**src/rtl/comparator_pkg.sv**
```systemverilog
// Shared definitions for the comparator family.
// Contents:
//   cmp_state_e : FSM state encoding (IDLE = 0, SCAN = 1, DONE = 2)
//   idx_width() : bit width of a bit-index counter for a given operand width
package comparator_pkg;

   typedef enum logic [1:0] {
      IDLE = 2'd0,
      SCAN = 2'd1,
      DONE = 2'd2
   } cmp_state_e;

   // ceil(log2(w)), never less than one bit so WIDTH = 1 still has a counter
   function automatic int idx_width(input int w);
      return (w <= 1) ? 1 : $clog2(w);
   endfunction

endpackage

```
**src/rtl/comparator_1b.sv**
```systemverilog
// Single-bit magnitude comparator.
// Ports:
//   a, b : input bits
//   gt   : a = 1, b = 0
//   eq   : a = b
//   lt   : a = 0, b = 1
module comparator_1b (
   input  logic a,
   input  logic b,
   output logic gt,
   output logic eq,
   output logic lt
);

   assign gt = a & ~b;
   assign lt = ~a & b;
   assign eq = ~(a ^ b);

endmodule

```
**src/rtl/comparator_serial_nb.sv**
```systemverilog
// Bit-serial magnitude comparator, MSB first, one bit per clock.
// Ports:
//   clk, rst     : clock, asynchronous active-high reset
//   start        : request a comparison (accepted in IDLE or DONE)
//   signed_mode  : 0 = unsigned, 1 = two's complement (sampled with start)
//   A, B         : operands (sampled with start)
//   busy         : comparison in progress
//   done         : one-cycle pulse when the result flags become valid
//   A_greater_B, A_equal_B, A_less_B : registered one-hot result flags
module comparator_serial_nb
   import comparator_pkg::*;
#(
   parameter int WIDTH      = 8,
   parameter bit EARLY_EXIT = 1'b1
) (
   input  logic             clk,
   input  logic             rst,
   input  logic             start,
   input  logic             signed_mode,
   input  logic [WIDTH-1:0] A,
   input  logic [WIDTH-1:0] B,
   output logic             busy,
   output logic             done,
   output logic             A_greater_B,
   output logic             A_equal_B,
   output logic             A_less_B
);

   localparam int            IW      = idx_width(WIDTH);
   localparam logic [IW-1:0] IDX_MSB = IW'(WIDTH - 1);

   cmp_state_e       state_q, state_d;
   logic [WIDTH-1:0] a_q, a_d, b_q, b_d;
   logic             sgn_q, sgn_d;
   logic [IW-1:0]    idx_q, idx_d;
   logic             found_q, found_d;    // a difference has been seen
   logic             dec_gt_q, dec_gt_d;  // decision taken at the first difference
   logic             gt_q, gt_d, eq_q, eq_d, lt_q, lt_d;

   logic bit_gt, bit_eq, bit_lt;
   logic at_msb, bit_diff, bit_dec_gt, new_found, new_dec_gt, finish;

   comparator_1b u_bit (
      .a  (a_q[idx_q]),
      .b  (b_q[idx_q]),
      .gt (bit_gt),
      .eq (bit_eq),
      .lt (bit_lt)
   );

   always_comb begin
      state_d  = state_q;
      a_d      = a_q;
      b_d      = b_q;
      sgn_d    = sgn_q;
      idx_d    = idx_q;
      found_d  = found_q;
      dec_gt_d = dec_gt_q;
      gt_d     = gt_q;
      eq_d     = eq_q;
      lt_d     = lt_q;

      at_msb     = (idx_q == IDX_MSB);
      bit_diff   = ~bit_eq;
      // In signed mode the sign bit carries negative weight, so a 1 there
      // means "smaller": swap the sense of the decision on the MSB only.
      bit_dec_gt = (sgn_q && at_msb) ? bit_lt : bit_gt;
      // Once a decision is recorded, lower bits never override it.
      new_found  = found_q | bit_diff;
      new_dec_gt = found_q ? dec_gt_q : bit_dec_gt;
      finish     = (idx_q == '0) || (EARLY_EXIT && bit_diff);

      case (state_q)
         IDLE, DONE: begin
            if (start) begin
               a_d      = A;
               b_d      = B;
               sgn_d    = signed_mode;
               idx_d    = IDX_MSB;
               found_d  = 1'b0;
               dec_gt_d = 1'b0;
               gt_d     = 1'b0;
               eq_d     = 1'b0;
               lt_d     = 1'b0;
               state_d  = SCAN;
            end else begin
               state_d = IDLE;
            end
         end
         SCAN: begin
            found_d  = new_found;
            dec_gt_d = new_dec_gt;
            if (finish) begin
               gt_d    = new_found & new_dec_gt;
               lt_d    = new_found & ~new_dec_gt;
               eq_d    = ~new_found;
               state_d = DONE;
            end else begin
               // only reached with idx_q > 0, so the counter cannot wrap
               idx_d = idx_q - IW'(1);
            end
         end
         default: state_d = IDLE;
      endcase
   end

   always_ff @(posedge clk or posedge rst) begin
      if (rst) begin
         state_q  <= IDLE;
         a_q      <= '0;
         b_q      <= '0;
         sgn_q    <= 1'b0;
         idx_q    <= '0;
         found_q  <= 1'b0;
         dec_gt_q <= 1'b0;
         gt_q     <= 1'b0;
         eq_q     <= 1'b0;
         lt_q     <= 1'b0;
      end else begin
         state_q  <= state_d;
         a_q      <= a_d;
         b_q      <= b_d;
         sgn_q    <= sgn_d;
         idx_q    <= idx_d;
         found_q  <= found_d;
         dec_gt_q <= dec_gt_d;
         gt_q     <= gt_d;
         eq_q     <= eq_d;
         lt_q     <= lt_d;
      end
   end

   assign busy        = (state_q == SCAN);
   assign done        = (state_q == DONE);
   assign A_greater_B = gt_q;
   assign A_equal_B   = eq_q;
   assign A_less_B    = lt_q;

endmodule

```
**config.mk**
```make
export PLATFORM = sky130hd
export DESIGN_NAME = comparator_serial_nb
export DESIGN_NICKNAME = d
export VERILOG_FILES = /design/src/rtl/comparator_pkg.sv /design/src/rtl/comparator_1b.sv /design/src/rtl/comparator_serial_nb.sv
export SDC_FILE = /design/constraint.sdc
export NUM_CORES = 1
export LEC_CHECK = 0
export ABC_AREA = 1
export CAP_MARGIN = 20
export CORE_UTILIZATION = 51
export DETAILED_ROUTE_END_ITERATION = 10
export PLACE_DENSITY = 0.78
export REMOVE_ABC_BUFFERS = 1
export SYNTH_ARGS = -nofsm -noshare
export SYNTH_HDL_FRONTEND = slang
export SYNTH_HIERARCHICAL = 1
export SYNTH_SLANG_ARGS = --single-unit
```
**constraint.sdc**
```tcl
create_clock -name clk -period 2.45 [get_ports clk]
set_input_delay 0.49 -clock clk [delete_from_list [all_inputs] [get_ports clk]]
set_output_delay 0.49 -clock clk [all_outputs]
set_load 0.05 [all_outputs]
```
==> flow_summary.ini, run 1 <==
[finish]
instances_no_fill = 224
drive_gt1_share_pct = 10.3
nets = 220
fin_area_um2 = 1680
final.fill_count = 219
final_util_pct = 66.1
antenna_cells = 0
syn2layout_area_growth_pct = 20.2

[routing]
routed-wl-met3_um = 73
drc = 0
maxUsedRoutingLayer = met3
ant_nets = 0
wl_met2_um = 1210
via_per_inst = 4.96
drt-initial-drc-count = 9
num_vias = 1110
m1WireLength_um = 1090
wl_um = 2370
routedWlPerCell_um = 10.6
dr.pass1.iters = 4

[logic_synthesis]
netlist_instances = 169
synthTopCellsByArea = dfrtp_1 (48%), nand2_1 (19%), ha_1 (4.5%), inv_1 (3.2%), nand3_1 (2.5%)
netlist_area_um2 = 1400
ys_warn_count = 6
ys_seq_area_share_pct = 48.3
synth_seq_cells = 27
avgSynthCellArea_um2 = 8.28
synth_top_area_share_pct = 48.3
yosysUniqueCellTypes = 22
synth_top_area_cell = dfrtp_1

[timing]
setup_viol = 0
drv_slew = 0
setup_tns_ns = 0
period_needed_ns = 2.33
tightest_slew_ns = 0.493
fin_crit_sh_pct = 95.3
fmax_ghz = 0.429
max-slew-margin-rel_pct = 67.0
layout_setup_ws_ns = 0.116
fin_worst_skew_ns = 0.00237
rsz0062_at_grt = false
finalHoldViolCount = 0

[floorplanning]
ioPinCount = 25
rows = 18
die_area_um2 = 2960
die_y_um = 54.4
core_um2 = 2540
die_x_um = 54.4
start_util_pct = 55.0

[clock_tree]
cts_max_path_buffers = 2
ctsHtreeMaxLevel = 1
hold_buffers = 0
clock_latency_ns = 0.31
cts-resized-gates = 0
cts_inserted_buffers = 3
cts_setup_buffers = 0
cts_root_buf = clkbuf_4
cts_tree = done
clk_pin_slew_ns = 0.14
cts_sinks = 27

[pwr]
power_density_nw_per_um2 = 1340
leakage_nw = 0.854
ir_worst_vdd_v = 0.000804

[critical_path]
crit_type = reg2out
timing.rr.start = idx_q[0]
crit_path_max_fanout = 7
crit_path_start = state_q[1]
cp.arrival_ns = 1.84
worstSetupEndpointType = primary output
worstSetupStartpointType = flip-flop
cp.required_ns = 1.96

[global_route]
track_usage_pct = 19.8
grt_max_degree = 28
grt.overflow.total = 0
grt_pass1_wl_um = 4260
grt_pass1_vias = 1033
antenna_found_initial = 0

[place]
place.gp.congestion = 0.844
hpwlAfterDp_um = 1810
dp_slack_ns = 0.258
io_buffer_count = 24
placed_cell_area_um2 = 1660
place_inst = 220

[min_path]
worstHoldStart = a_q[0]
hold_path_class = reg2reg

[flow_run]
max_cap_violations = 0

[run_status]
outcome = completed
==> state kept, by name (all words and copies together), names as in the netlist <==
register     flops
A_greater_B      1
state_q          2
sgn_q            1
found_q          1
a_q              8
A_equal_B        1
dec_gt_q         1
A_less_B         1
b_q              8
idx_q            3
==> placed cells by master, fill, tap and decap left out, types with 2 or more instances in the layout <==
cell,instances
inv_1,12
o211ai_1,3
clkdlybuf4s50_1,24
nor2_4,2
nand2_4,3
a21oi_1,3
dfrtp_1,27
inv_2,4
clkbuf_4,3
o21ai_1,7
o21ai_0,6
nand2_1,70
nand3_1,7
o21ai_2,3
ha_1,5
nor2_1,8
==> critical path: stages, from the launching register on <==
cell             delay, ns
dfrtp_1               0.49
nor2_8                0.21
clkdlybuf4s50_1       0.83
==> synthesized netlist by cell type <==
cell type,n
o211ai_1,3
inv_6,1
nand2_4,3
inv_2,4
buf_6,1
nor2_8,1
nor2_4,2
a21oi_1,3
nand3_1,7
buf_2,2
o21ai_1,7
or2_2,1
nor2_1,8
inv_1,12
nand2_1,70
o21ai_0,6
nand4_1,1
o21ai_2,3
nand3_4,1
dfrtp_1,27
ha_1,5
buf_4,1
==> per-stage QoR <==
step	hold slack [ns]	total power, mW
after detailed placement	0.467	2.10
after floorplan	0.444	1.80
final	0.493	2.26
after CTS	0.499	2.29
after global routing	0.519	2.48
after global placement	0.463	2.05
==> routing by layer <==
metal / vias to the layer above / global-route usage (%)
li1: 581 / -
met1: 513 / 24.3
met2: 16 / 35.4
met3: 0 / 2.78
met4: 0 / 5.98
met5: - / 0
==> final timing paths <==
path | end | slack, ns | cells after the start
max | busy | 0.12 | 2
min | a_q[0] | 0.49 | 2
max reg2reg | idx_q[2] | 0.22 | 11
min reg2reg | a_q[0] | 0.49 | 2
max in group asynchronous | b_q[1] | 1.69 | 3
min in group asynchronous | b_q[5] | 0.51 | 3
==> cells by family (layout without fill, tap and decap cells) <==
| kind of cell | after synthesis | in the layout | share of synthesized area (%) |
|---|---|---|---|
| and+or+nand+nor | 94 | 94 | 31.0 |
| DFF | 27 | 27 | 48.3 |
| AOI/OAI and AO/OA | 22 | 22 | 9.21 |
| buffers and inverters | 21 | 46 | 6.98 |
| adders and majority gates | 5 | 5 | 4.47 |
==> power by group <==
part / total, mW / internal [mW] / switching [mW] / leakage (nW)
logic: 1.25 / 0.466 / 0.786 / 0.509
registers: 0.821 / 0.656 / 0.166 / 0.330
clock network: 0.188 / 0.0636 / 0.124 / 0.0150
total: 2.26 / 1.19 / 1.08 / 0.854
==> final cells by class <==
cell class | instances | area [µm²] | area share (%)
multi-input combinational | 121 | 626 | 37.2
clock buffer | 4 | 26.3 | 1.56
timing repair buffer | 25 | 248 | 14.7
tap | 30 | 37.5 | 2.23
inverter | 17 | 68.8 | 4.09
sequential | 27 | 676 | 40.2
No activity file was read; power rests on OpenSTA's default activity.
==> run 2: changes to the inputs <==
- CORE_MARGIN: unset -> 2
==> run 2 against run 1 <==
  * Final cell count unchanged
  * Sequential share of layout area unchanged
  * Sequential power up 1%
  * Worst hold slack better by 0.0028 ns
==> flow_summary.ini, run 2 (same netlist as run 1, synthesis figures left out) <==
[run_status]
outcome = completed

[floorplanning]
die_x_um = 56.4
start_util_pct = 55.0
die_area_um2 = 3180
ioPinCount = 25
rows = 18
core_um2 = 2540
die_y_um = 56.4

[critical_path]
worstSetupStartpointType = flip-flop
reg2reg_to = idx_q[2]
cpPeakStageDelay_ns = 0.83
crit_path_start = state_q[1]
worstSetupEndpointType = primary output
crit_type = reg2out
r2r_slack_ns = 0.18
cp.arrival_ns = 1.86
path_buf_inv = 1
reg2reg_depth = 11
timing.rr.start = idx_q[0]
cp.required_ns = 1.96
crit_path_max_fanout = 7
cp_top_family = buffers and inverters
setup.worst_path.end = busy
crit_cells = 2
cp_slowest_cell = clkdlybuf4s50_1
crit_path_cell_trace = nor2_8, clkdlybuf4s50_1

[timing]
setup_tns_ns = 0
fmax_ghz = 0.426
max-slew-margin-rel_pct = 66.9
period_needed_ns = 2.35
fin_crit_sh_pct = 95.8
fin_worst_skew_ns = 0.00427
setup_viol = 0
tightest_slew_ns = 0.494
drv_slew = 0
finalHoldViolCount = 0
rsz0062_at_grt = false

[finish]
final_common_cell = nand2_1
syn2layout_area_growth_pct = 20.2
final.fill_count = 230
final_util_pct = 66.1
mostFrequentLayoutCells = nand2_1 (70), dfrtp_1 (27), clkdlybuf4s50_1 (24)
drive_gt1_share_pct = 10.3
top_regs = a_q (8), b_q (8), idx_q (3)
antenna_cells = 0
nets = 220

[routing]
wl_um = 2650
drt-initial-drc-count = 13
num_vias = 1128
dr.pass1.iters = 4
via_per_inst = 5.04
drc = 0
ant_nets = 0
wl_met2_um = 1360
routedWlPerCell_um = 11.8
m1WireLength_um = 1160
routed-wl-met3_um = 91
maxUsedRoutingLayer = met4

[place]
hpwlAfterDp_um = 1990
io_buffer_count = 24
place.gp.congestion = 0.847

[clock_tree]
cts_max_path_buffers = 2
clock_latency_ns = 0.33
cts_setup_buffers = 0
hold_buffers = 0
clk_pin_slew_ns = 0.14
cts_inserted_buffers = 3
cts_tree = done
cts_root_buf = clkbuf_4
ctsHtreeMaxLevel = 1
cts-resized-gates = 0
cts_sinks = 27

[global_route]
grt_pass1_vias = 1202
antenna_found_initial = 0
grt.overflow.total = 0
grt_max_degree = 28
track_usage_pct = 19.5
grt_pass1_wl_um = 4940

[pwr]
clockPowerShare_pct = 8.5
swShare_pct = 48.2
leakage_nw = 0.854
comb_power_share_pct = 55.2
ir_worst_vdd_v = 0.000831
p_int_mw = 1.18
power_density_nw_per_um2 = 1360
sequentialPowerShare_pct = 36.3
power_switching_mw = 1.10

[min_path]
hold_path_class = in2async

[flow_run]
max_cap_violations = 0
-- run 2: worst min-delay path, delay by kind of cell --
| kind | cells | cell delay [ns] |
|---|---|---|
| buffers and inverters | 3 | 0.77 |
-- run 2: power by group through the flow --
stage	clock network, mW	registers (mW)	logic, mW
after global placement	0	0.828	1.22
after CTS	0.205	0.829	1.27
after floorplan	0	0.840	0.958
after global routing	0.219	0.853	1.44
final	0.195	0.829	1.26
after detailed placement	0	0.840	1.26
-- run 2: per-layer routing --
layer | global-route usage (%) | vias to the layer above
li1 | - | 581
met5 | 0 | -
met1 | 22.5 | 514
met3 | 3.46 | 6
met2 | 35.5 | 27
met4 | 7.82 | 0
-- run 2: worst min-delay path by stage --
stage	to	startpoint	depth (start not counted)
final	b_q[4]	rst	3
after global routing	b_q[7]	rst	3
after CTS	A_less_B	A_less_B	2
after detailed placement	A_less_B	A_less_B	2
after global placement	A_less_B	A_less_B	2
after floorplan	a_q[0]	a_q[0]	2
-- run 2: layout make-up --
type | instances | area [µm²] | area share, %
clock buffer | 4 | 26.3 | 1.56
sequential | 27 | 676 | 40.2
inverter | 17 | 68.8 | 4.09
multi-input combinational | 121 | 626 | 37.2
timing repair buffer | 25 | 248 | 14.7
tap | 30 | 37.5 | 2.23
-- run 2: through the flow --
stage               setup WS, ns  hold WS [ns]  area [µm²]  power (mW)  cells
CTS                       0.0791         0.502        1680        2.31    224
detailed placement         0.255         0.467        1660        2.10    220
floorplan                  0.508         0.444        1370        1.80    165
global placement           0.390         0.464        1660        2.05    220
global route              0.0207         0.522        1680        2.51    224
finish                     0.102         0.496        1680        2.29    224
